**config.mk**
```make
export PLATFORM = sky130hd
export DESIGN_NAME = reg_scoreboard
export DESIGN_NICKNAME = d
export VERILOG_FILES = /design/src/rtl/reg_scoreboard_pkg.sv /design/src/rtl/reg_scoreboard_cell.sv /design/src/rtl/reg_scoreboard.sv
export SDC_FILE = /design/constraint.sdc
export NUM_CORES = 1
export LEC_CHECK = 0
export ABC_CLOCK_PERIOD_IN_PS = 5400
export CAP_MARGIN = 20
export CORE_MARGIN = 1.5
export CORE_UTILIZATION = 61
export DETAILED_ROUTE_END_ITERATION = 10
export MAX_ROUTING_LAYER = met4
export PLACE_DENSITY = 0.95
export RECOVER_POWER = 100
export SYNTH_ARGS = -nofsm -noshare
export SYNTH_HDL_FRONTEND = slang
export SYNTH_SLANG_ARGS = --single-unit
```
**constraint.sdc**
```tcl
create_clock -name clk_i -period 5.4 [get_ports clk_i]
set_input_delay 1.08 -clock clk_i [delete_from_list [all_inputs] [get_ports clk_i]]
set_output_delay 1.08 -clock clk_i [all_outputs]
set_load 0.05 [all_outputs]
```
**src/rtl/reg_scoreboard_pkg.sv**
```systemverilog
// Shared constants and helpers for the register scoreboard.
// Error causes are reserved for a future cause output.
package reg_scoreboard_pkg;

  localparam int REG_SB_CNT_W = 2;

  typedef enum logic [1:0] {
    SB_ERR_NONE  = 2'd0,
    SB_ERR_OVF   = 2'd1,
    SB_ERR_UNF   = 2'd2,
    SB_ERR_MULTI = 2'd3
  } sb_err_e;

  function automatic logic [1:0] sb_dec(
    input logic a,
    input logic b,
    input logic c
  );
    return {1'b0, a} + {1'b0, b} + {1'b0, c};
  endfunction

endpackage

```
**src/rtl/reg_scoreboard_cell.sv**
```systemverilog
// One saturating in-flight writer counter for a single register.
// Net change is formed signed, then clamped to 0..max.
module reg_scoreboard_cell #(
  parameter int CNT_W = 2
) (
  input  logic       clk_i,
  input  logic       rst_ni,
  input  logic       inc_i,
  input  logic [1:0] dec_i,
  output logic       nz_o,
  output logic       sat_o,
  output logic       err_o
);

  localparam int SW = CNT_W + 2;
  localparam logic [CNT_W-1:0] MAX = {CNT_W{1'b1}};

  logic [CNT_W-1:0]     r_cnt;
  logic [CNT_W-1:0]     w_nxt;
  logic signed [SW-1:0] w_sum;
  logic signed [SW-1:0] w_max;
  logic                 w_ovf;
  logic                 w_unf;

  assign w_max = $signed({2'b00, MAX});
  assign w_sum = $signed({2'b00, r_cnt})
               + $signed({{(CNT_W+1){1'b0}}, inc_i})
               - $signed({{CNT_W{1'b0}}, dec_i});

  assign w_unf = w_sum[SW-1];
  assign w_ovf = w_sum > w_max;

  always_comb begin
    w_nxt = w_sum[CNT_W-1:0];
    if (w_unf) begin
      w_nxt = '0;
    end else if (w_ovf) begin
      w_nxt = MAX;
    end
  end

  always_ff @(posedge clk_i) begin
    if (!rst_ni) begin
      r_cnt <= '0;
    end else begin
      r_cnt <= w_nxt;
    end
  end

  assign nz_o  = |r_cnt;
  assign sat_o = &r_cnt;
  assign err_o = w_ovf | w_unf;

endmodule

```
**src/rtl/reg_scoreboard.sv**
```systemverilog
// In-flight destination register scoreboard for x1..x31.
// Outputs decode straight from counter state; error flag is sticky.
module reg_scoreboard
  import reg_scoreboard_pkg::*;
#(
  parameter int CNT_W = REG_SB_CNT_W
) (
  input  logic        clk_i,
  input  logic        rst_ni,
  input  logic        issue_i,
  input  logic [31:1] issue_onehot_i,
  input  logic        retire_i,
  input  logic [4:0]  retire_reg_i,
  input  logic        kill0_i,
  input  logic [4:0]  kill0_reg_i,
  input  logic        kill1_i,
  input  logic [4:0]  kill1_reg_i,
  output logic [31:1] wb_reg_onfly_o,
  output logic [31:1] wb_reg_sat_o,
  output logic        busy_o,
  output logic        err_o
);

  logic [31:1] w_cell_err;
  logic        w_multi;
  logic        r_err;

  assign w_multi = issue_i &&
    ((issue_onehot_i & (issue_onehot_i - 31'd1)) != '0);

  for (genvar r = 1; r < 32; r++) begin : g_cell
    logic       w_ret;
    logic       w_k0;
    logic       w_k1;
    logic [1:0] w_dec;

    assign w_ret = retire_i && (retire_reg_i == 5'(r));
    assign w_k0  = kill0_i && (kill0_reg_i == 5'(r));
    assign w_k1  = kill1_i && (kill1_reg_i == 5'(r));
    assign w_dec = sb_dec(w_ret, w_k0, w_k1);

    reg_scoreboard_cell #(
      .CNT_W(CNT_W)
    ) u_cell (
      .clk_i (clk_i),
      .rst_ni(rst_ni),
      .inc_i (issue_i & issue_onehot_i[r]),
      .dec_i (w_dec),
      .nz_o  (wb_reg_onfly_o[r]),
      .sat_o (wb_reg_sat_o[r]),
      .err_o (w_cell_err[r])
    );
  end

  always_ff @(posedge clk_i) begin
    if (!rst_ni) begin
      r_err <= 1'b0;
    end else begin
      r_err <= r_err | w_multi | (|w_cell_err);
    end
  end

  assign busy_o = |wb_reg_onfly_o;
  assign err_o  = r_err;

endmodule

```
==> results.json <==
{
  "overflow": 0,
  "maxSlewViolCount": 0,
  "finalSetupViolCount": 0,
  "area_delta_synth_final_pct": 14.1,
  "die_area_sq_um": 13900,
  "cts_buffers": 9,
  "die_w_um": 118,
  "clk_latency_ns": 0.34,
  "powerDensity_nw_per_um2": 248,
  "synth_nets": 1168,
  "crit_arrival_ns": 5.09,
  "ys_types": 39,
  "avgRoutedWirePerCell_um": 20.9,
  "r2r_end": "err_o",
  "slew_headroom": 0.505,
  "worst_slew_pin_slew_ns": 0.736,
  "rr_worst_depth": 10,
  "ys_ff_latch": 63,
  "critical_path.top_delay_family": "simple AND/OR/NAND/NOR gates",
  "drt_wl_total_um": 24200,
  "clock_path_buffers": 2,
  "fin_hold_ws_ns": 0.841,
  "syn_avg_cell_area_sq_um": 8.65,
  "leakagePower_nw": 4.11,
  "synth_top_area_frac": 0.232,
  "critPathKind": "in2reg",
  "startpoint_type": "input pin",
  "synth_area_sq_um": 8040,
  "synth_edf_count": 0,
  "hold_buffers": 0,
  "grt_pass1_vias": 7259,
  "initial_core_util": 0.632,
  "max_freq_ghz": 0.204,
  "ys_async_sr_fraction": 0,
  "first_pass_iters": 5,
  "grt_pass1_wl_um": 38000,
  "multiInputGateArea_sq_um": 5870,
  "ios": 116,
  "seq_area_frac_synth": 0.157,
  "fill_cells": 912,
  "setup_slack_ns": 0.502,
  "drt_iter0_markers": 666,
  "min_path_type": "reg2reg",
  "min_period_over_period": 0.907,
  "hold_path_startpoint": "g_cell[4].u_cell.r_cnt[0]",
  "layout_min_cycle_time_ns": 4.90,
  "yosysTopAreaCell": "fa_1",
  "cts_post_setup_buffers_inserted": 0,
  "cts_root_buf": "clkbuf_16",
  "clock_sinks": 63,
  "vdd_drop_max_mv": 0.218,
  "cp_num_buf_inv": 1,
  "cp_slowest_stage_delay_ns": 0.62,
  "die_y_um": 118,
  "regToRegSetupSlack_ns": 2.36,
  "drive_gt1_frac": 0.0479,
  "setup_tns_ns": 0,
  "drcViolationCount": 0,
  "hold_end": "g_cell[4].u_cell.r_cnt[0]",
  "postCtsResizedCells": 0,
  "cp_max_fo": 10,
  "clock_skew_ns": 0.00514,
  "rsz0062_at_grt": "no",
  "grt_usage": 0.367,
  "dp_slack_ns": 0.483,
  "ff_latch_area_sq_um": 1260,
  "io_buffers": 115,
  "ys.warnings.count": 0,
  "report.final.hold_viol_count": 0,
  "worstPathCellList": "dlygate4sd3_1, nand2b_1, or2_2, nor2_1, fa_1, ha_1, fa_1, xnor2_1, nand4_1, nor4_1, nand4_1, o31ai_1, a31oi_1",
  "syn_inst": 930,
  "num_vias": 7149,
  "synth_area_leaders": "fa_1 (23%), dfxtp_1 (16%), ha_1 (14%)",
  "vias_per_cell": 6.18,
  "place_congestion": 1.07,
  "htreeDepth": 3,
  "num_rows": 41,
  "cp-end-kind": "flop",
  "grt_max_degree": 34,
  "ant_nets": 0,
  "clk_pin_slew_ns": 0.06,
  "dp_hpwl_um": 19800,
  "place_inst": 1140,
  "outcome": "finished, final reports clean",
  "synth-main-ff-cell": "dfxtp_1",
  "cp.required_ns": 5.59,
  "core_sq_um": 12700,
  "nNetsFinal": 1217,
  "critPathSlowestCell": "dlygate4sd3_1",
  "antenna_found_initial": 2,
  "stdcell_count": 1156,
  "drv_cap": 0,
  "holdPathStages": 4,
  "tritoncts": "done",
  "r2r_start": "g_cell[25].u_cell.r_cnt[0]"
}
==> state kept, by name (all words and copies together), names as in the netlist <==
signal               flops
err_o                    1
g_cell.u_cell.r_cnt     62
==> worst max path at each step <==
stage	cells past startpoint	from	slack, ns	to
after floorplan	14	retire_reg_i[4]	1.39	err_o
after global placement	12	retire_reg_i[2]	0.49	err_o
after detailed placement	12	retire_reg_i[2]	0.48	err_o
after global routing	13	retire_reg_i[2]	0.25	err_o
after CTS	13	retire_reg_i[2]	0.74	err_o
final	13	retire_reg_i[2]	0.50	err_o
==> layer usage <==
layer,vias up,track usage,share of wire
met1,3371,0.448,0.37
met2,521,0.567,0.45
li1,3146,-,-
met3,111,0.0930,0.12
met5,-,-,0
met4,0,0.185,0.060
==> final cells by class <==
type                    instances  area share
well taps                     172      0.0235
repair buffers                120       0.130
clock buffers                  13      0.0284
diodes                          2    0.000546
multi-input cells             687       0.640
clock inverters                 1    0.000546
inverters                      98      0.0401
flip-flops and latches         63       0.137
==> logic make-up after synthesis <==
family	Yosys count	share of synthesized area
compound gates	130	0.0893
fa+ha+maj	187	0.377
buf+inv	180	0.113
simple gates	339	0.230
xor+xnor	31	0.0338
flops	63	0.157
==> report_power, final <==
group / internal [mW] / switching, mW
Sequential: 0.539 / 0.0715
Clock: 0.330 / 0.212
Combinational: 0.408 / 0.717
==> tightest hold or removal path, delay by kind of cell (launching register included) <==
family          cells  cell delay [ns]
compound gates      1             0.05
fa+ha+maj           2             0.35
buf+inv             1             0.05
flops               1             0.33
==> cells in the final DEF, fill, tap and decap left out, drive strengths merged, types with 4 or more instances in the layout <==
master and instances:
nor2 98, dfxtp 63, nand3 10, nand4 16, or4 9, o31ai 5
clkbuf 13, xnor2 30, nor2b 5, nor4 13, nor3 23, clkdlybuf4s50 46
nand2 15, o22ai 11, and2 62, buf 5, or2 39, nor3b 22
fa 93, nand2b 21, a211oi 4, o21ai 26, a21oi 74, dlygate4sd3 69
inv 98, ha 93
==> Yosys cell counts, types with 10 or more instances <==
master     n
a21oi_1   74
and2_1    62
buf_4     62
clkbuf_1  19
dfxtp_1   63
fa_1      93
ha_1      93
inv_1     98
nand2_1   15
nand2b_1  21
nand3_1   10
nand4_1   16
nor2_1    98
nor3_1    23
nor3b_1   22
nor4_1    13
o21ai_0   26
o22ai_1   11
or2_2     30
xnor2_1   30
==> through the flow <==
step | total power, mW | utilization | cell area, sq um
after floorplan | 1.43 | - | 8040
after global placement | 1.68 | 0.700 | 8900
after detailed placement | 1.73 | 0.700 | 8900
after CTS | 2.28 | 0.721 | 9170
after global routing | 2.39 | 0.721 | 9170
final | 2.28 | 0.721 | 9170
Note: power is estimated with default switching activity, not from simulation.
